<file path="config.mk">
export PLATFORM = sky130hd
export DESIGN_NAME = pwm_carrier_gen_flat
export DESIGN_NICKNAME = d
export VERILOG_FILES = /design/src/rtl/pwm_carrier_gen_pkg.sv /design/src/rtl/pwm_carrier_gen_if.sv /design/src/rtl/pwm_carrier_gen_clkdiv.sv /design/src/rtl/pwm_carrier_gen.sv /design/src/flat_wrapper.sv
export SDC_FILE = /design/constraint.sdc
export NUM_CORES = 1
export LEC_CHECK = 0
export CAP_MARGIN = 5
export CORE_UTILIZATION = 53
export DETAILED_ROUTE_END_ITERATION = 10
export PLACE_DENSITY_LB_ADDON = 0.05
export SLEW_MARGIN = 0
export SYNTH_ARGS = -nofsm -noshare
export SYNTH_HDL_FRONTEND = slang
export SYNTH_HIERARCHICAL = 1
export SYNTH_SLANG_ARGS = --single-unit
export TNS_END_PERCENT = 50
</file>
<file path="constraint.sdc">
create_clock -name clk -period 4.9 [get_ports clk]
set_input_delay 0.735 -clock clk [delete_from_list [all_inputs] [get_ports clk]]
set_output_delay 0.735 -clock clk [all_outputs]
set_load 0.1 [all_outputs]
</file>
<file path="src/rtl/pwm_carrier_gen_pkg.sv">
// Shared types for the PWM carrier generator.
//   - default widths for the carrier counter, prescaler and event decimator
//   - enums for counting mode, event mask and the on/off controls
//   - evt_qualifies(): decides whether a min/max event feeds the interrupt decimator
package pwm_carrier_gen_pkg;

  localparam int PWMCOUNT_WIDTH = 16;
  localparam int DIVCLK_WIDTH   = 4;
  localparam int EVTCOUNT_WIDTH = 3;

  typedef enum logic [1:0] {
    NO_COUNT     = 2'd0,
    COUNT_UP     = 2'd1,
    COUNT_DOWN   = 2'd2,
    COUNT_UPDOWN = 2'd3
  } count_mode_e;

  typedef enum logic [1:0] {
    NO_MASK     = 2'd0,
    MIN_MASK    = 2'd1,
    MAX_MASK    = 2'd2,
    MINMAX_MASK = 2'd3
  } mask_mode_e;

  typedef enum logic {INT_OFF    = 1'b0, INT_ON    = 1'b1} int_onoff_e;
  typedef enum logic {CLKDIV_OFF = 1'b0, CLKDIV_ON = 1'b1} clkdiv_onoff_e;
  typedef enum logic {CARR_OFF   = 1'b0, CARR_ON   = 1'b1} carr_onoff_e;

  // A simultaneous min and max collapses to a single qualifying event.
  function automatic logic evt_qualifies(mask_mode_e mask, logic emin, logic emax);
    case (mask)
      NO_MASK:  return 1'b0;
      MIN_MASK: return emin;
      MAX_MASK: return emax;
      default:  return emin | emax;
    endcase
  endfunction

endpackage

</file>
<file path="src/rtl/pwm_carrier_gen_if.sv">
// Configuration and status bundle of one PWM carrier.
//   master: the controller side (drives configuration, observes carrier status)
//   slave : the carrier generator
//   config : carr_on, clkdiv_on, clk_div, count_mode, mask_mode, int_on, period, evt_div, sync_in
//   status : cnt_o, dir_o, tick_o, evt_min_o, evt_max_o, irq_o
interface pwm_carrier_gen_if
  import pwm_carrier_gen_pkg::*;
#(
  parameter int CNT_W = PWMCOUNT_WIDTH,
  parameter int DIV_W = DIVCLK_WIDTH,
  parameter int EVT_W = EVTCOUNT_WIDTH
);

  logic              carr_on;
  logic              clkdiv_on;
  logic [DIV_W-1:0]  clk_div;
  count_mode_e       count_mode;
  mask_mode_e        mask_mode;
  logic              int_on;
  logic [CNT_W-1:0]  period;
  logic [EVT_W-1:0]  evt_div;
  logic              sync_in;

  logic [CNT_W-1:0]  cnt_o;
  logic              dir_o;
  logic              tick_o;
  logic              evt_min_o;
  logic              evt_max_o;
  logic              irq_o;

  modport master (
    output carr_on, clkdiv_on, clk_div, count_mode, mask_mode, int_on, period, evt_div, sync_in,
    input  cnt_o, dir_o, tick_o, evt_min_o, evt_max_o, irq_o
  );

  modport slave (
    input  carr_on, clkdiv_on, clk_div, count_mode, mask_mode, int_on, period, evt_div, sync_in,
    output cnt_o, dir_o, tick_o, evt_min_o, evt_max_o, irq_o
  );

endinterface

</file>
<file path="src/rtl/pwm_carrier_gen_clkdiv.sv">
// Carrier prescaler.
//   clk, rst_n : system clock, synchronous active-low reset
//   en         : carrier running
//   clr        : restart the prescale count (carrier off or phase resync)
//   div_on     : 0 = tick every clk, 1 = tick every div+1 clk
//   div        : divide value, may change while running
//   tick       : combinational tick qualifying the carrier step on this edge
module pwm_carrier_gen_clkdiv #(
  parameter int DIV_W = 4
) (
  input  logic             clk,
  input  logic             rst_n,
  input  logic             en,
  input  logic             clr,
  input  logic             div_on,
  input  logic [DIV_W-1:0] div,
  output logic             tick
);

  localparam logic [DIV_W-1:0] DIV_ONE = DIV_W'(1);

  logic [DIV_W-1:0] pcnt;
  logic             hit;

  // >= rather than == so that lowering div below the running count
  // terminates at the next compare instead of wrapping the whole range.
  assign hit  = (pcnt >= div);
  assign tick = en && !clr && (!div_on || hit);

  always_ff @(posedge clk) begin
    if (!rst_n) begin
      pcnt <= '0;
    end else if (clr || !div_on) begin
      pcnt <= '0;
    end else if (en) begin
      pcnt <= hit ? '0 : pcnt + DIV_ONE;
    end
  end

endmodule

</file>
<file path="src/rtl/pwm_carrier_gen.sv">
// PWM carrier generator: prescaled up / down / up-down counter with period
// min/max events and a decimated interrupt. Period and mode are shadowed and
// only taken over at the carrier reload point, so the carrier never glitches.
//   clk, rst_n : system clock, synchronous active-low reset
//   bus        : slave side of pwm_carrier_gen_if (configuration in, carrier status out)
//
//   active mode  | meaning
//   NO_COUNT     | hold cnt; shadows reload on every tick
//   COUNT_UP     | 0..P then wrap to 0 (reload at the wrap)
//   COUNT_DOWN   | P..0 then back to P (reload at the jump to P)
//   COUNT_UPDOWN | 0..P with dir=0, P..0 with dir=1 (reload on arrival at 0)
module pwm_carrier_gen
  import pwm_carrier_gen_pkg::*;
#(
  parameter int CNT_W = PWMCOUNT_WIDTH,
  parameter int DIV_W = DIVCLK_WIDTH,
  parameter int EVT_W = EVTCOUNT_WIDTH
) (
  input  logic               clk,
  input  logic               rst_n,
  pwm_carrier_gen_if.slave   bus
);

  localparam logic [CNT_W-1:0] CNT_ONE = CNT_W'(1);
  localparam logic [EVT_W-1:0] EVT_ONE = EVT_W'(1);

  logic [CNT_W-1:0] cnt, cnt_nxt;
  logic [CNT_W-1:0] act_period, per_nxt;
  count_mode_e      act_mode, mode_nxt;
  logic             dir, dir_nxt;
  logic [EVT_W-1:0] evt_cnt, evt_cnt_nxt;
  logic             tick, reload;
  logic             min_nxt, max_nxt, qual, irq_nxt;
  logic             tick_q, evt_min_q, evt_max_q, irq_q;
  logic             running;

  assign running = (bus.carr_on == CARR_ON);

  pwm_carrier_gen_clkdiv #(.DIV_W(DIV_W)) u_clkdiv (
    .clk    (clk),
    .rst_n  (rst_n),
    .en     (running),
    .clr    (!running || bus.sync_in),
    .div_on (bus.clkdiv_on == CLKDIV_ON),
    .div    (bus.clk_div),
    .tick   (tick)
  );

  always_comb begin
    cnt_nxt     = cnt;
    dir_nxt     = dir;
    per_nxt     = act_period;
    mode_nxt    = act_mode;
    reload      = 1'b0;
    min_nxt     = 1'b0;
    max_nxt     = 1'b0;
    evt_cnt_nxt = evt_cnt;
    irq_nxt     = 1'b0;

    if (tick) begin
      case (act_mode)
        COUNT_UP: begin
          dir_nxt = 1'b0;
          if (cnt >= act_period) begin
            cnt_nxt = '0;
            reload  = 1'b1;
          end else begin
            cnt_nxt = cnt + CNT_ONE;
          end
        end
        COUNT_DOWN: begin
          if (cnt == '0) begin
            cnt_nxt = bus.period;
            // Leaving DOWN at the reload: an up-down carrier starts its
            // descent from the new top, an up carrier counts upward.
            dir_nxt = (bus.period != '0) &&
                      ((bus.count_mode == COUNT_DOWN) || (bus.count_mode == COUNT_UPDOWN));
            reload  = 1'b1;
          end else begin
            cnt_nxt = cnt - CNT_ONE;
            dir_nxt = 1'b1;
          end
        end
        COUNT_UPDOWN: begin
          if (act_period == '0) begin
            cnt_nxt = '0;
            dir_nxt = 1'b0;
            reload  = 1'b1;
          end else if (!dir) begin
            if (cnt >= act_period - CNT_ONE) begin
              cnt_nxt = act_period;
              dir_nxt = 1'b1;
            end else begin
              cnt_nxt = cnt + CNT_ONE;
            end
          end else begin
            if (cnt <= CNT_ONE) begin
              cnt_nxt = '0;
              dir_nxt = 1'b0;
              reload  = 1'b1;
            end else begin
              cnt_nxt = cnt - CNT_ONE;
            end
          end
        end
        default: reload = 1'b1;
      endcase

      if (reload) begin
        per_nxt  = bus.period;
        mode_nxt = bus.count_mode;
      end

      // A held carrier has not "reached" anything, so it raises no events.
      if (act_mode != NO_COUNT) begin
        min_nxt = (cnt_nxt == '0);
        max_nxt = (cnt_nxt == per_nxt);
      end
    end

    // Resync wins over a coincident tick (the prescaler already suppresses it).
    if (bus.sync_in) begin
      cnt_nxt = '0;
      dir_nxt = 1'b0;
      min_nxt = evt_qualifies(bus.mask_mode, 1'b1, 1'b0);
      max_nxt = 1'b0;
    end

    qual = evt_qualifies(bus.mask_mode, min_nxt, max_nxt);
    if (qual) begin
      if (evt_cnt >= bus.evt_div) begin
        evt_cnt_nxt = '0;
        irq_nxt     = (bus.int_on == INT_ON);
      end else begin
        evt_cnt_nxt = evt_cnt + EVT_ONE;
      end
    end
  end

  always_ff @(posedge clk) begin
    if (!rst_n) begin
      cnt        <= '0;
      dir        <= 1'b0;
      act_period <= '0;
      act_mode   <= NO_COUNT;
      evt_cnt    <= '0;
      tick_q     <= 1'b0;
      evt_min_q  <= 1'b0;
      evt_max_q  <= 1'b0;
      irq_q      <= 1'b0;
    end else if (!running) begin
      cnt        <= '0;
      dir        <= 1'b0;
      act_period <= bus.period;
      act_mode   <= bus.count_mode;
      evt_cnt    <= '0;
      tick_q     <= 1'b0;
      evt_min_q  <= 1'b0;
      evt_max_q  <= 1'b0;
      irq_q      <= 1'b0;
    end else begin
      cnt        <= cnt_nxt;
      dir        <= dir_nxt;
      act_period <= per_nxt;
      act_mode   <= mode_nxt;
      evt_cnt    <= evt_cnt_nxt;
      tick_q     <= tick;
      evt_min_q  <= min_nxt;
      evt_max_q  <= max_nxt;
      irq_q      <= irq_nxt;
    end
  end

  assign bus.cnt_o     = cnt;
  assign bus.dir_o     = dir;
  assign bus.tick_o    = tick_q;
  assign bus.evt_min_o = evt_min_q;
  assign bus.evt_max_o = evt_max_q;
  assign bus.irq_o     = irq_q;

endmodule
</file>
<file path="src/flat_wrapper.sv">
// flat-port wrapper written by rule: the top's interface ports become plain ports
module pwm_carrier_gen_flat import pwm_carrier_gen_pkg::*;
#(
  parameter int CNT_W = PWMCOUNT_WIDTH,
  parameter int DIV_W = DIVCLK_WIDTH,
  parameter int EVT_W = EVTCOUNT_WIDTH
)
  (clk, rst_n, bus_carr_on, bus_clkdiv_on, bus_clk_div, bus_count_mode, bus_mask_mode, bus_int_on, bus_period, bus_evt_div, bus_sync_in, bus_cnt_o, bus_dir_o, bus_tick_o, bus_evt_min_o, bus_evt_max_o, bus_irq_o);
  pwm_carrier_gen_if #(.CNT_W(CNT_W), .DIV_W(DIV_W), .EVT_W(EVT_W)) bus_i ();
  input  logic clk;
  input  logic rst_n;
  input wire logic [$bits(bus_i.carr_on)-1:0] bus_carr_on;
  input wire logic [$bits(bus_i.clkdiv_on)-1:0] bus_clkdiv_on;
  input wire logic [$bits(bus_i.clk_div)-1:0] bus_clk_div;
  input wire logic [$bits(bus_i.count_mode)-1:0] bus_count_mode;
  input wire logic [$bits(bus_i.mask_mode)-1:0] bus_mask_mode;
  input wire logic [$bits(bus_i.int_on)-1:0] bus_int_on;
  input wire logic [$bits(bus_i.period)-1:0] bus_period;
  input wire logic [$bits(bus_i.evt_div)-1:0] bus_evt_div;
  input wire logic [$bits(bus_i.sync_in)-1:0] bus_sync_in;
  output wire logic [$bits(bus_i.cnt_o)-1:0] bus_cnt_o;
  output wire logic [$bits(bus_i.dir_o)-1:0] bus_dir_o;
  output wire logic [$bits(bus_i.tick_o)-1:0] bus_tick_o;
  output wire logic [$bits(bus_i.evt_min_o)-1:0] bus_evt_min_o;
  output wire logic [$bits(bus_i.evt_max_o)-1:0] bus_evt_max_o;
  output wire logic [$bits(bus_i.irq_o)-1:0] bus_irq_o;
  assign bus_i.carr_on = bus_carr_on;
  assign bus_i.clkdiv_on = bus_clkdiv_on;
  assign bus_i.clk_div = bus_clk_div;
  assign bus_i.count_mode = bus_count_mode;
  assign bus_i.mask_mode = bus_mask_mode;
  assign bus_i.int_on = bus_int_on;
  assign bus_i.period = bus_period;
  assign bus_i.evt_div = bus_evt_div;
  assign bus_i.sync_in = bus_sync_in;
  assign bus_cnt_o = bus_i.cnt_o;
  assign bus_dir_o = bus_i.dir_o;
  assign bus_tick_o = bus_i.tick_o;
  assign bus_evt_min_o = bus_i.evt_min_o;
  assign bus_evt_max_o = bus_i.evt_max_o;
  assign bus_irq_o = bus_i.irq_o;
  pwm_carrier_gen #(.CNT_W(CNT_W), .DIV_W(DIV_W), .EVT_W(EVT_W)) u_core (.clk(clk), .rst_n(rst_n), .bus(bus_i));
endmodule
</file>
---- After elaboration in Yosys (flattened, before gate mapping) ----
Cells that the tools add are included.
word-level totals
  register bits after elaboration ......... 46
  input port bits ......................... 33
cells by class
  $add $sub $neg .......................... 5
  order comparisons ....................... 5
  equal/unequal tests ..................... 10
  mux-type cells .......................... 38
  bitwise operators ....................... 3
  reduce and logical (&&, ||, !) cells .... 24
operators by type and width
  kind                                                             number
  two-way mux 16 bit                                               11
  logical NOT 16 bit                                               3
  one-hot mux 16 bit (3 select lines)                              1
  greater-or-equal comparator 16 bit                               2
  subtractor 16 x 1 -> 16 bit, second input constant               2
  two-way mux 1 bit                                                18
  adder 16 x 1 -> 16 bit, second input constant                    1
  equality test 16 bit                                             1
  less-or-equal comparator 16 x 1 -> 1 bit, second input constant  1
  nonzero test 16 bit                                              1
  equality test 2 bit, second input constant                       5
  one-hot mux 1 bit (3 select lines)                               3
  two-way mux 2 bit                                                3
  AND reduction 2 bit                                              3
  adder 4 x 1 -> 4 bit, second input constant                      1
  equality test 2 x 1 -> 1 bit, second input constant              2
  greater-or-equal comparator 4 bit                                1
  logical OR 1 bit                                                 4
  two-way mux 4 bit                                                1
  != test 2 x 1 -> 1 bit, second input constant                    2
  AND reduction 4 bit                                              1
  OR reduction 2 bit                                               2
  adder 3 x 1 -> 3 bit, second input constant                      1
  greater-or-equal comparator 3 bit                                1
  other kinds (9)                                                  14

---- Longest topological paths before layout ----
Gate-level depths: netlist of the first run.
  word-level depth ........................ 15
  depth in mapped cells ................... 19

---- Cells and area by module ----
Netlist of the first run, hierarchy kept.
by module, submodules not included
  module                  times used  cells each  area an instance (sq um)  sequential area each (sq um)
  pwm_carrier_gen         1           676         4924.7                    840.8
  pwm_carrier_gen_clkdiv  1           40          311.5                     80.1

---- Least setup slack after synthesis of the first run ----
Ideal clock, no wire load.
  kind .................................... flip-flop to flip-flop
  from .................................... register u_core.act_period[0]
  to ...................................... register u_core.evt_cnt[0]
  arrival time ............................ 5015 ps
  setup slack ............................. -238 ps
  stages on the path, launching flop included .. 20
  buffers on the path ..................... 1
  path through ............................ dfxtp_1 -> inv_1 -> ha_1 -> or4b_4 -> or3_1 -> or3_1 -> xnor2_1 -> ha_1 -> nand4_1 -> or3_1 -> or3_1 -> clkbuf_1 -> nand3_1 -> a21oi_1 -> o41a_1 -> xnor2_1 -> nor4b_1 -> nand4_1 -> o31a_1 -> mux2i_1
on the way
  cells in the longest elaborated chain, start to end .. 13
ends and longest elaborated chain
  what                                                               line                                            source
  from (decl)                                                        pwm_carrier_gen.sv:28                           logic [CNT_W-1:0] act_period, per_nxt;
  from (signal assigned)                                             pwm_carrier_gen.sv:154                          act_period <= bus.period;
  from (signal assigned)                                             pwm_carrier_gen.sv:164                          act_period <= per_nxt;
  subtractor 16 x 1 -> 16 bit                                        pwm_carrier_gen.sv:90                           if (cnt >= act_period - CNT_ONE) begin
  greater-or-equal comparator 16 bit                                 pwm_carrier_gen.sv:90
  two-way mux 16 bit                                                 pwm_carrier_gen.sv:90
  two-way mux 16 bit                                                 pwm_carrier_gen.sv:89                           end else if (!dir) begin
  two-way mux 16 bit                                                 pwm_carrier_gen.sv:85                           if (act_period == '0) begin
  one-hot mux 16 bit (3 select lines)                                pwm_carrier_gen.sv:61                           case (act_mode)
  two-way mux 16 bit                                                 pwm_carrier_gen.sv:60                           if (tick) begin
  equality test 16 bit / logical NOT 16 bit (equally long branches)  pwm_carrier_gen.sv:117, pwm_carrier_gen.sv:116
  two-way mux 1 bit                                                  pwm_carrier_gen.sv:115                          if (act_mode != NO_COUNT) begin
  two-way mux 1 bit                                                  pwm_carrier_gen.sv:60
  two-way mux 1 bit                                                  pwm_carrier_gen.sv:122                          if (bus.sync_in) begin
  OR 1 bit                                                           pwm_carrier_gen_pkg.sv:35                       default: return emin | emax;
  one-hot mux 1 bit (3 select lines) (*)                             pwm_carrier_gen_pkg.sv:31                       case (mask)
  to (signal assigned)                                               pwm_carrier_gen.sv:166                          evt_cnt <= evt_cnt_nxt;
  to (decl)                                                          pwm_carrier_gen.sv:31                           logic [EVT_W-1:0] evt_cnt, evt_cnt_nxt;
Every way passes the cells marked *; elsewhere a longest branch is shown, timed or not. The select of a mux whose other input is x is not followed.
A chain may end at the register's enable or synchronous reset.

---- Final worst setup path of the first run ----
  from .................................... register u_core.act_period[0]
  to ...................................... register u_core.evt_cnt[1]
Same word-level chain as after synthesis.

==> impl_metrics.env, run 1 <==
export IMPL_area_growth_pct=30.7
export IMPL_cts_sink_count=46
export IMPL_worst_r2r_path_depth=18
export IMPL_fmaxAchievable_mhz=190
export IMPL_delay_contributed_by_the_slowest_stage_of_the_critical_path_ns=0.46
export IMPL_synth_cell_area_um2=5240
export IMPL_antenna_diode_count=0
export IMPL_grt_setup_unrepaired="yes"
export IMPL_worst_ep_required_time_ns=5.10
export IMPL_synth_area_per_cell_um2=7.31
export IMPL_vdd_ir_drop_worst_mv=0.162
export IMPL_post_route_drc_count=0
export IMPL_synth_compound_area_share_pct=25.4
export IMPL_most_frequently_used_flop_master_after_synthesis="dfxtp_1"
export IMPL_critical_path_slowest_cell="or4b_4"
export IMPL_grt_pass1_wl_um=34500
export IMPL_violations="setup timing"
export IMPL_clock_tree_htree_level_count=2
export IMPL_antenna_violations_before_repair=1
export IMPL_layout_cells_most_common="buf_4"
export IMPL_vias_per_cell=7.02
export IMPL_outcome="complete, but fails checks"
export IMPL_synth_top_area_share_pct=17.6
export IMPL_finClkSkew_ns=0.0132
export IMPL_vias_in_the_first_global_route=6316
export IMPL_worst_hold_path_type="reg2reg"
export IMPL_ant_nets=0
export IMPL_fin_total_pwr_w=0.00116
export IMPL_grt_start_max_net_pins=24
export IMPL_ys_async_sr_fraction_pct=0
export IMPL_row_count=35
export IMPL_synth_lib_cells_used_distinct=69
export IMPL_clk_pin_slew_worst_paths_ns=0.10
export IMPL_yosys_area_share_xor_xnor_pct=8.86
export IMPL_synth_adder_area_share_pct=10.8
export IMPL_clk_root_buffer_cell="clkbuf_8"
export IMPL_cp_arrival_ns=5.46
export IMPL_grt_ovfl_total=0
export IMPL_placed_cells_incl_taps=935
export IMPL_start_kind="flop"
export IMPL_synth_fp_nets=794
export IMPL_cts_buffer_depth=2
export IMPL_power_density_cell_area_nw_per_um2=169
export IMPL_netlist_top_cell_by_area="dfxtp_1"
export IMPL_path_max_fanout=4
export IMPL_ys_seq_area_share_pct=17.6
export IMPL_final_min_period_over_clock_period_pct=107
export IMPL_synth_seq_cells=46
export IMPL_drt_wirelength_per_cell_um=24.4
export IMPL_gpl_final_weighted_congestion=1.09
export IMPL_worstMarginPinSlew_ns=1.18
export IMPL_vias=6693
export IMPL_netlist_top_cells_area="dfxtp_1 (18%), ha_1 (11%), xnor2_1 (5.5%)"
export IMPL_core_area_um2=9420
export IMPL_drt_pre_antenna_iters=7
export IMPL_die_w_um=101
export IMPL_final_max_slew_viol_count=0
export IMPL_cpMostUsedCell="or3_4"
export IMPL_fin_area_um2=6840
export IMPL_number_of_enable_flip_flop_cells_after_synthesis=0
export IMPL_dp_slack_ns=-0.525
export IMPL_largest_family_of_logic_cells_by_synthesized_area="simple AND/OR/NAND/NOR gates"
export IMPL_timing_critical_path_to_type="flop"
export IMPL_post_dp_cell_area_um2=6410
export IMPL_cts_tree="built"
export IMPL_number_of_input_and_output_port_buffers_inserted=53
export IMPL_final_hold_viol_count=0
export IMPL_tritoncts_num_buffers=5
export IMPL_layoutNonFillerInstCount=954
export IMPL_synth_cells=716
export IMPL_critical_path_class="reg2reg"
export IMPL_period_minus_slack_ns=5.25
export IMPL_p_leak_nw=2.63
export IMPL_drive_above_1_share_pct=18.8
export IMPL_setup_viol=5
export IMPL_fp_dieH_um=101
export IMPL_global_route_total_usage_across_every_layer_pct=44.8
export IMPL_layout_common_cells="buf_4 (90), nand2_1 (66), nor2_1 (56)"
export IMPL_dieArea_um2=10300
export IMPL_holdBufCountCts=0
export IMPL_floorplan_io_pins=54
export IMPL_detail_route_iter0_violations=1232
export IMPL_detailedPlacementHpwl_um=17500
export IMPL_final_setup_tns_ns=-1.50
export IMPL_start_util_pct=55.6
export IMPL_final_setup_worst_slack_ns=-0.355
export IMPL_cap_violations=0
export IMPL_slew_headroom_pct=20.5
export IMPL_synth_simple_gate_area_share_pct=28.7
export IMPL_timing_critical_path_cells="inv_2 -> ha_4 -> or4b_4 -> or3_4 -> or4_4 -> xnor2_2 -> ha_1 -> nand4_1 -> or3_4 -> or3_4 -> nand3_4 -> a21oi_4 -> o41a_1 -> xnor2_2 -> nor4b_4 -> nand4_1 -> o31a_1 -> mux2i_1"
export IMPL_clock_latency_late_sink_ns=0.31
export IMPL_num_nets_final=902
export IMPL_wl_um=23300
export IMPL_post_synth_mux_area_share_pct=2.87
export IMPL_timing_hold_worst_path_depth=2
export IMPL_total_number_of_yosys_warnings=6
## state kept, by name, indices dropped and copies added, names as in the netlist
signal                cells
u_core/bus.cnt_o         16
u_core/bus.irq_o          1
u_core/bus.tick_o         1
u_core/act_mode           2
u_core/evt_cnt            3
u_core/u_clkdiv/pcnt      4
u_core/bus.evt_min_o      1
u_core/act_period        16
u_core/bus.dir_o          1
u_core/bus.evt_max_o      1
## critical path: cells and delay by family (launching register included)
kind | cells | cell delay (ns)
AND/OR/NAND/NOR | 9 | 2.89
AO/OA/AOI/OAI | 3 | 0.93
adder cells (fa/ha/maj) | 2 | 0.43
flip-flops | 1 | 0.34
XOR/XNOR | 2 | 0.33
multiplexers | 1 | 0.15
buffers and inverters | 1 | 0.07
## power breakdown
part | internal (W) | total (W) | switching (W)
registers | 0.000384 | 0.000398 | 0.0000145
clock network | 0.000153 | 0.000302 | 0.000149
logic | 0.000197 | 0.000459 | 0.000262
## cell families (layout without fill, tap and decap cells)
kind of cell,count (synthesis),in the layout
xor gates and xnor gates,53,53
adders and majority gates,45,45
DFF,46,46
AOI/OAI and AO/OA,187,187
muxes,15,15
and+or+nand+nor,290,290
buffers and inverters,80,189
## stage by stage
stage | hold slack [ns] | utilization (%)
floorplan | 0.459 | -
global placement | 0.476 | 68.1
detailed placement | 0.491 | 68.1
CTS | 0.502 | 70.7
global route | 0.527 | 72.7
finish | 0.508 | 72.7
## area by class of cell
class,count,area (um^2)
multi-input cells,590,4300
fillers,724,2570
repair buffers,143,1210
flip-flops and latches,46,923
well taps,129,161
inverters,38,143
clock buffers,6,72.6
clock inverters,2,37.5
## metal layers
layer | wire length, um | share of wire (%) | track usage [%] | up-vias
met5 | 52 | 0.22 | 0 | -
met4 | 1450 | 6.2 | 24.6 | 2
li1 | - | - | - | 2884
met1 | 8430 | 36 | 55.0 | 3010
met2 | 9780 | 42 | 67.9 | 640
met3 | 3610 | 15 | 16.5 | 157
## synth_stat cells, types with 3 or more instances
cell type and instances:
a31oi_1 5, clkbuf_1 34, o21a_1 7, and3_1 9
o21ai_0 30, mux2i_1 15, o31ai_1 4, or3_1 15
nand4_1 20, a21oi_1 30, o21ai_1 3, nor4_1 14
a2bb2oi_1 5, nor3_1 36, dfxtp_1 46, inv_1 38
nor2_1 56, o211ai_1 15, o22ai_1 8, and2_1 6
o32ai_1 4, xnor2_1 33, or4_1 5, o221ai_1 4
a2111oi_0 5, buf_2 4, nand3_1 31, a311oi_1 3
o2111a_1 3, buf_1 4, ha_1 45, a21o_1 5
or2_2 6, a21boi_0 18, nand2b_1 7, a211oi_1 15
xor2_1 20, nand2_1 66
## final timing paths
kind                                    end  slack, ns                               from
min          u_core/evt_cnt[2]$_SDFFE_PN0P_       0.51     u_core/evt_cnt[2]$_SDFFE_PN0P_
max reg2reg  u_core/evt_cnt[1]$_SDFFE_PN0P_      -0.35  u_core/act_period[0]$_SDFFE_PN0P_
max          u_core/evt_cnt[1]$_SDFFE_PN0P_      -0.35  u_core/act_period[0]$_SDFFE_PN0P_
min reg2reg  u_core/evt_cnt[2]$_SDFFE_PN0P_       0.51     u_core/evt_cnt[2]$_SDFFE_PN0P_
## timing repair
| action | CTS | global route |
|---|---|---|
| gates resized for setup | 22 | 19 |
| setup endpoints to repair | 6 | 6 |
| buffers inserted | 4 | 8 |
| pin swaps | 11 | 23 |
Power figures use the tool's default switching activity.
==> run 2, diff against run 1 <==
- CORE_MARGIN: default -> 1.5
==> impl_metrics.env, run 2 (synthesized netlist as in run 1, its figures left out) <==
export IMPL_outcome="complete, but fails checks"
export IMPL_violations="setup timing"
export IMPL_clock_tree_htree_level_count=2
export IMPL_clk_pin_slew_worst_paths_ns=0.11
export IMPL_layout_cells_most_common="buf_4"
export IMPL_detail_route_iter0_violations=1092
export IMPL_vdd_ir_drop_worst_mv=0.138
export IMPL_final_setup_worst_slack_ns=-0.313
export IMPL_global_route_total_usage_across_every_layer_pct=43.7
export IMPL_setup_viol=5
export IMPL_core_area_um2=9680
export IMPL_post_dp_cell_area_um2=6490
export IMPL_final_setup_tns_ns=-1.34
export IMPL_grt_pass1_wl_um=34000
export IMPL_clock_latency_late_sink_ns=0.33
export IMPL_fp_dieH_um=102
export IMPL_layout_common_cells="buf_4 (94), nand2_1 (65), nor2_1 (56)"
export IMPL_worst_r2r_path_depth=19
export IMPL_critical_path_top_delay_family="simple AND/OR/NAND/NOR gates"
export IMPL_area_growth_pct=29.8
export IMPL_grt_ovfl_total=0
export IMPL_grt_setup_unrepaired="yes"
export IMPL_drt_wirelength_per_cell_um=24.1
export IMPL_tritoncts_num_buffers=5
export IMPL_timing_critical_path_to_type="flop"
export IMPL_clk_root_buffer_cell="clkbuf_8"
export IMPL_num_nets_final=906
export IMPL_cp_num_cells=19
export IMPL_floorplan_io_pins=54
export IMPL_holdBufCountCts=0
export IMPL_number_of_input_and_output_port_buffers_inserted=53
export IMPL_p_leak_nw=2.62
export IMPL_start_util_pct=54.1
export IMPL_die_w_um=102
export IMPL_wl_um=23200
export IMPL_worstMarginPinSlew_ns=1.11
export IMPL_cpMostUsedCell="or3_4"
export IMPL_n_fill_cell=800
export IMPL_worst_ep_required_time_ns=5.12
export IMPL_fmaxAchievable_mhz=192
export IMPL_drive_above_1_share_pct=18.9
export IMPL_delay_contributed_by_the_slowest_stage_of_the_critical_path_ns=0.45
export IMPL_final_hold_viol_count=0
export IMPL_cts_sink_count=46
export IMPL_cts_tree="built"
export IMPL_vias=6626
export IMPL_timing_critical_path_cells="inv_2 -> ha_4 -> or4b_4 -> or3_4 -> or3_4 -> xnor2_2 -> ha_1 -> nand4_1 -> or3_4 -> or3_4 -> nand3_4 -> o221a_2 -> a211oi_1 -> nand4b_1 -> nor4b_2 -> buf_4 -> nand4_1 -> o31a_1 -> mux2i_1"
export IMPL_post_route_drc_count=0
export IMPL_critical_path_class="reg2reg"
export IMPL_detailedPlacementHpwl_um=17600
export IMPL_period_minus_slack_ns=5.21
export IMPL_fin_total_pwr_w=0.00112
export IMPL_finClkSkew_ns=0.00972
export IMPL_final_core_util_pct=70.2
export IMPL_final_max_slew_viol_count=0
export IMPL_path_max_fanout=6
export IMPL_vias_in_the_first_global_route=6040
export IMPL_start_kind="flop"
export IMPL_critical_path_slowest_cell="or4b_4"
export IMPL_worst_hold_path_type="reg2reg"
export IMPL_drt_pre_antenna_iters=8
export IMPL_cap_violations=0
export IMPL_power_density_cell_area_nw_per_um2=164
export IMPL_cp_arrival_ns=5.43
export IMPL_critPathBufInv=2
export IMPL_grt_start_max_net_pins=24
export IMPL_cts_buffer_depth=2
export IMPL_antenna_violations_before_repair=0
export IMPL_slew_headroom_pct=26.1
export IMPL_gpl_final_weighted_congestion=1.10
export IMPL_timing_hold_worst_path_depth=2
export IMPL_row_count=36
export IMPL_dieArea_um2=10500
export IMPL_vias_per_cell=6.89
export IMPL_ant_nets=0
export IMPL_antenna_diode_count=0
export IMPL_holdWs_ns=0.507
export IMPL_fin_area_um2=6800
export IMPL_final_min_period_over_clock_period_pct=106
==> run 2: cell types whose count changed in the layout (fill, tap and decap cells not counted), moves of 2 or more <==
cell / delta
a21oi_4: -2
o221a_2: +2
buf_4: +4
a21oi_1: +2
o221a_4: -2
==> run 2: power by group <==
group | total [W] | leakage [nW] | internal, W | switching, W
Combinational | 0.000456 | 2.20 | 0.000195 | 0.000261
Sequential | 0.000397 | 0.375 | 0.000384 | 0.0000130
Clock | 0.000264 | 0.0452 | 0.000102 | 0.000162
Total | 0.00112 | 2.62 | 0.000681 | 0.000436
==> run 2: through the flow <==
step,setup WS [ns],instances
2_1_floorplan,-0.00487,716
4_1_cts,-0.221,960
3_5_place_dp,-0.475,949
6_report,-0.313,962
5_1_grt,-0.424,962
3_3_place_gp,-0.313,949
==> run 2: repair_timing <==
action | 4_1_cts | 5_1_grt
endpoints found under the setup margin | 6 | 6
hold endpoints to repair | 0 | 0
pin swaps | 13 | 18
gates resized for setup | 19 | 14
setup buffers | 3 | 2
==> run 2: final cells by class <==
| type | count | area (um^2) | share of cell area, % |
|---|---|---|---|
| timing repair buffer | 147 | 1240 | 18.2 |
| multi-input combinational | 590 | 4240 | 62.4 |
| tap | 133 | 166 | 2.45 |
| clock inverter | 2 | 13.8 | 0.202 |
| inverter | 38 | 143 | 2.10 |
| sequential | 46 | 923 | 13.6 |
| clock buffer | 6 | 72.6 | 1.07 |
==> run 2: worst paths after layout <==
check | from | end | slack (ns)
setup / recovery | u_core/act_period[1]$_SDFFE_PN0P_ | u_core/evt_cnt[1]$_SDFFE_PN0P_ | -0.31
hold / removal | u_core/evt_cnt[2]$_SDFFE_PN0P_ | u_core/evt_cnt[2]$_SDFFE_PN0P_ | 0.51
setup reg to reg | u_core/act_period[1]$_SDFFE_PN0P_ | u_core/evt_cnt[1]$_SDFFE_PN0P_ | -0.31
hold reg to reg | u_core/evt_cnt[2]$_SDFFE_PN0P_ | u_core/evt_cnt[2]$_SDFFE_PN0P_ | 0.51
==> run 2: worst register-to-register path: cells and delay by family (launching register included) <==
kind            cells  cell delay, ns
compound gates      3            0.74
xor+xnor            1            0.15
fa+ha+maj           2            0.45
buf+inv             2            0.22
flops               1            0.34
mux                 1            0.15
simple gates       10            3.05
==> run 2: per-layer routing <==
layer  wire length [um]  up-vias  track usage (%)
met3               3220      124             12.1
met4               1330        0             22.4
met1               8750     3086             56.5
li1                   -     2896                -
met5                  0        -                0
met2               9880      520             66.3
==> run 3, diff against run 2 <==
- SKIP_LAST_GASP: default -> 1
==> impl_metrics.env, run 3 (synthesized netlist as in run 1, its figures left out) <==
export IMPL_worst_hold_path_type="reg2reg"
export IMPL_detailedPlacementHpwl_um=17600
export IMPL_row_count=36
export IMPL_gpl_final_weighted_congestion=1.10
export IMPL_layout_cells_most_common="buf_4"
export IMPL_placed_cells_incl_taps=949
export IMPL_floorplan_io_pins=54
export IMPL_crit_reg2reg_capture="u_core/evt_cnt[1]$_SDFFE_PN0P_"
export IMPL_post_route_drc_count=0
export IMPL_drt_pre_antenna_iters=8
export IMPL_violations="setup timing"
export IMPL_finClkSkew_ns=0.00999
export IMPL_core_area_um2=9680
export IMPL_timing_critical_path_to_type="flop"
export IMPL_clock_latency_late_sink_ns=0.32
export IMPL_holdBufCountCts=0
export IMPL_grt_pass1_wl_um=34000
export IMPL_wl_um=22900
export IMPL_final_max_slew_viol_count=0
export IMPL_fp_dieH_um=102
export IMPL_number_of_input_and_output_port_buffers_inserted=53
export IMPL_worst_hold_startpoint="u_core/evt_cnt[2]$_SDFFE_PN0P_"
export IMPL_drive_above_1_share_pct=18.9
export IMPL_path_max_fanout=6
export IMPL_vias_in_the_first_global_route=6040
export IMPL_grt_setup_unrepaired="yes"
export IMPL_p_sw_w=0.000427
export IMPL_dp_slack_ns=-0.475
export IMPL_worst_reg2reg_path_startpoint="u_core/act_period[1]$_SDFFE_PN0P_"
export IMPL_cts_tree="built"
export IMPL_antenna_diode_count=0
export IMPL_die_w_um=102
export IMPL_tritoncts_num_buffers=5
export IMPL_dieArea_um2=10500
export IMPL_clk_root_buffer_cell="clkbuf_8"
export IMPL_global_route_total_usage_across_every_layer_pct=43.7
export IMPL_num_nets_final=906
export IMPL_cap_violations=0
export IMPL_clockPowerShare_pct=23.2
export IMPL_whs_endpoint="u_core/evt_cnt[2]$_SDFFE_PN0P_"
export IMPL_start_kind="flop"
export IMPL_period_minus_slack_ns=5.19
export IMPL_detail_route_iter0_violations=1028
export IMPL_n_fill_cell=798
export IMPL_cts_buffer_depth=2
export IMPL_fmaxAchievable_mhz=193
export IMPL_timing_hold_worst_path_depth=2
export IMPL_worstMarginPinSlew_ns=1.10
export IMPL_ant_nets=0
export IMPL_slew_headroom_pct=26.8
export IMPL_power_share_combinational_pct=40.9
export IMPL_final_setup_worst_slack_ns=-0.290
export IMPL_area_growth_pct=29.7
export IMPL_final_min_period_over_clock_period_pct=106
export IMPL_power_density_cell_area_nw_per_um2=163
export IMPL_outcome="complete, but fails checks"
export IMPL_p_leak_nw=2.61
export IMPL_worst_r2r_path_depth=19
export IMPL_layout_common_cells="buf_4 (94), nand2_1 (65), nor2_1 (56)"
export IMPL_cts_sink_count=46
export IMPL_clock_tree_htree_level_count=2
export IMPL_power_frac_seq_pct=35.8
export IMPL_crit_start="u_core/act_period[1]$_SDFFE_PN0P_"
export IMPL_vias=6541
export IMPL_start_util_pct=54.1
export IMPL_power_share_switching_pct=38.6
export IMPL_p_int_w=0.000680
export IMPL_drt_wirelength_per_cell_um=23.8
export IMPL_layoutNonFillerInstCount=962
export IMPL_grt_ovfl_total=0
export IMPL_final_hold_viol_count=0
export IMPL_vias_per_cell=6.80
export IMPL_worst_ep_required_time_ns=5.11
export IMPL_antenna_violations_before_repair=0
export IMPL_fin_total_pwr_w=0.00111
export IMPL_grt_start_max_net_pins=24
export IMPL_critical_path_class="reg2reg"
export IMPL_setup_viol=6
export IMPL_cp_arrival_ns=5.40
export IMPL_r2r_setup_slack_ns=-0.29
export IMPL_vdd_ir_drop_worst_mv=0.134
export IMPL_clk_pin_slew_worst_paths_ns=0.11
[run 3: worst max-delay path: stages, from the launching register on]
cell and delay [ns]:
dfxtp_2 0.34, inv_2 0.07, ha_4 0.13, or4b_4 0.46
or3_4 0.36, or3_4 0.40, xnor2_2 0.15, ha_1 0.32
nand4_1 0.16, or3_4 0.44, or3_4 0.42, nand3_4 0.13
o221a_2 0.25, a211oi_1 0.07, nand4b_1 0.21, nor4b_2 0.30
buf_4 0.15, nand4_1 0.15, o31a_1 0.40, mux2i_1 0.15
[run 3: per-stage QoR]
stage	TNS, ns	cell area [um^2]	hold slack, ns	utilization (%)
global placement	-1.44	6490	0.477	67.0
global route	-1.97	6790	0.514	70.1
finish	-1.28	6790	0.507	70.1
CTS	-0.968	6700	0.503	69.2
floorplan	-0.00974	5300	0.459	-
detailed placement	-2.23	6490	0.488	67.0
[run 3: timing repair]
action,CTS,global route
resized for setup,19,13
pin swaps,13,18
setup endpoints to repair,6,6
setup buffers,3,2
[run 3: final cells by class]
cell class / instances / area (um^2) / share of cell area [%]
multi-input combinational: 590 / 4230 / 62.4
clock buffer: 6 / 72.6 / 1.07
inverter: 38 / 143 / 2.10
clock inverter: 2 / 13.8 / 0.203
tap: 133 / 166 / 2.45
sequential: 46 / 923 / 13.6
timing repair buffer: 147 / 1240 / 18.2
[run 3: worst max path at each step]
stage | end | slack, ns | depth (start not counted)
3_5_place_dp | u_core/bus.irq_o$_SDFF_PN0_ | -0.47 | 21
2_1_floorplan | u_core/evt_cnt[0]$_SDFFE_PN0P_ | -0.005 | 19
5_1_grt | u_core/evt_cnt[1]$_SDFFE_PN0P_ | -0.40 | 19
3_3_place_gp | u_core/evt_cnt[1]$_SDFFE_PN0P_ | -0.31 | 21
4_1_cts | u_core/evt_cnt[1]$_SDFFE_PN0P_ | -0.22 | 21
6_report | u_core/evt_cnt[1]$_SDFFE_PN0P_ | -0.29 | 19
[run 3: routing by layer]
layer,vias up,track usage [%],wire length (um)
li1,2887,-,-
met1,3041,56.5,8790
met2,510,66.3,9750
met3,103,12.1,3150
met4,0,22.4,1210
met5,-,0,0
[run 3: power by group through the flow]
stage	Combinational [W]	Sequential [W]	Clock [W]
finish	0.000453	0.000397	0.000257
global placement	0.000395	0.000404	0
detailed placement	0.000405	0.000405	0
floorplan	0.000231	0.000408	0
CTS	0.000425	0.000396	0.000258
global route	0.000478	0.000398	0.000273
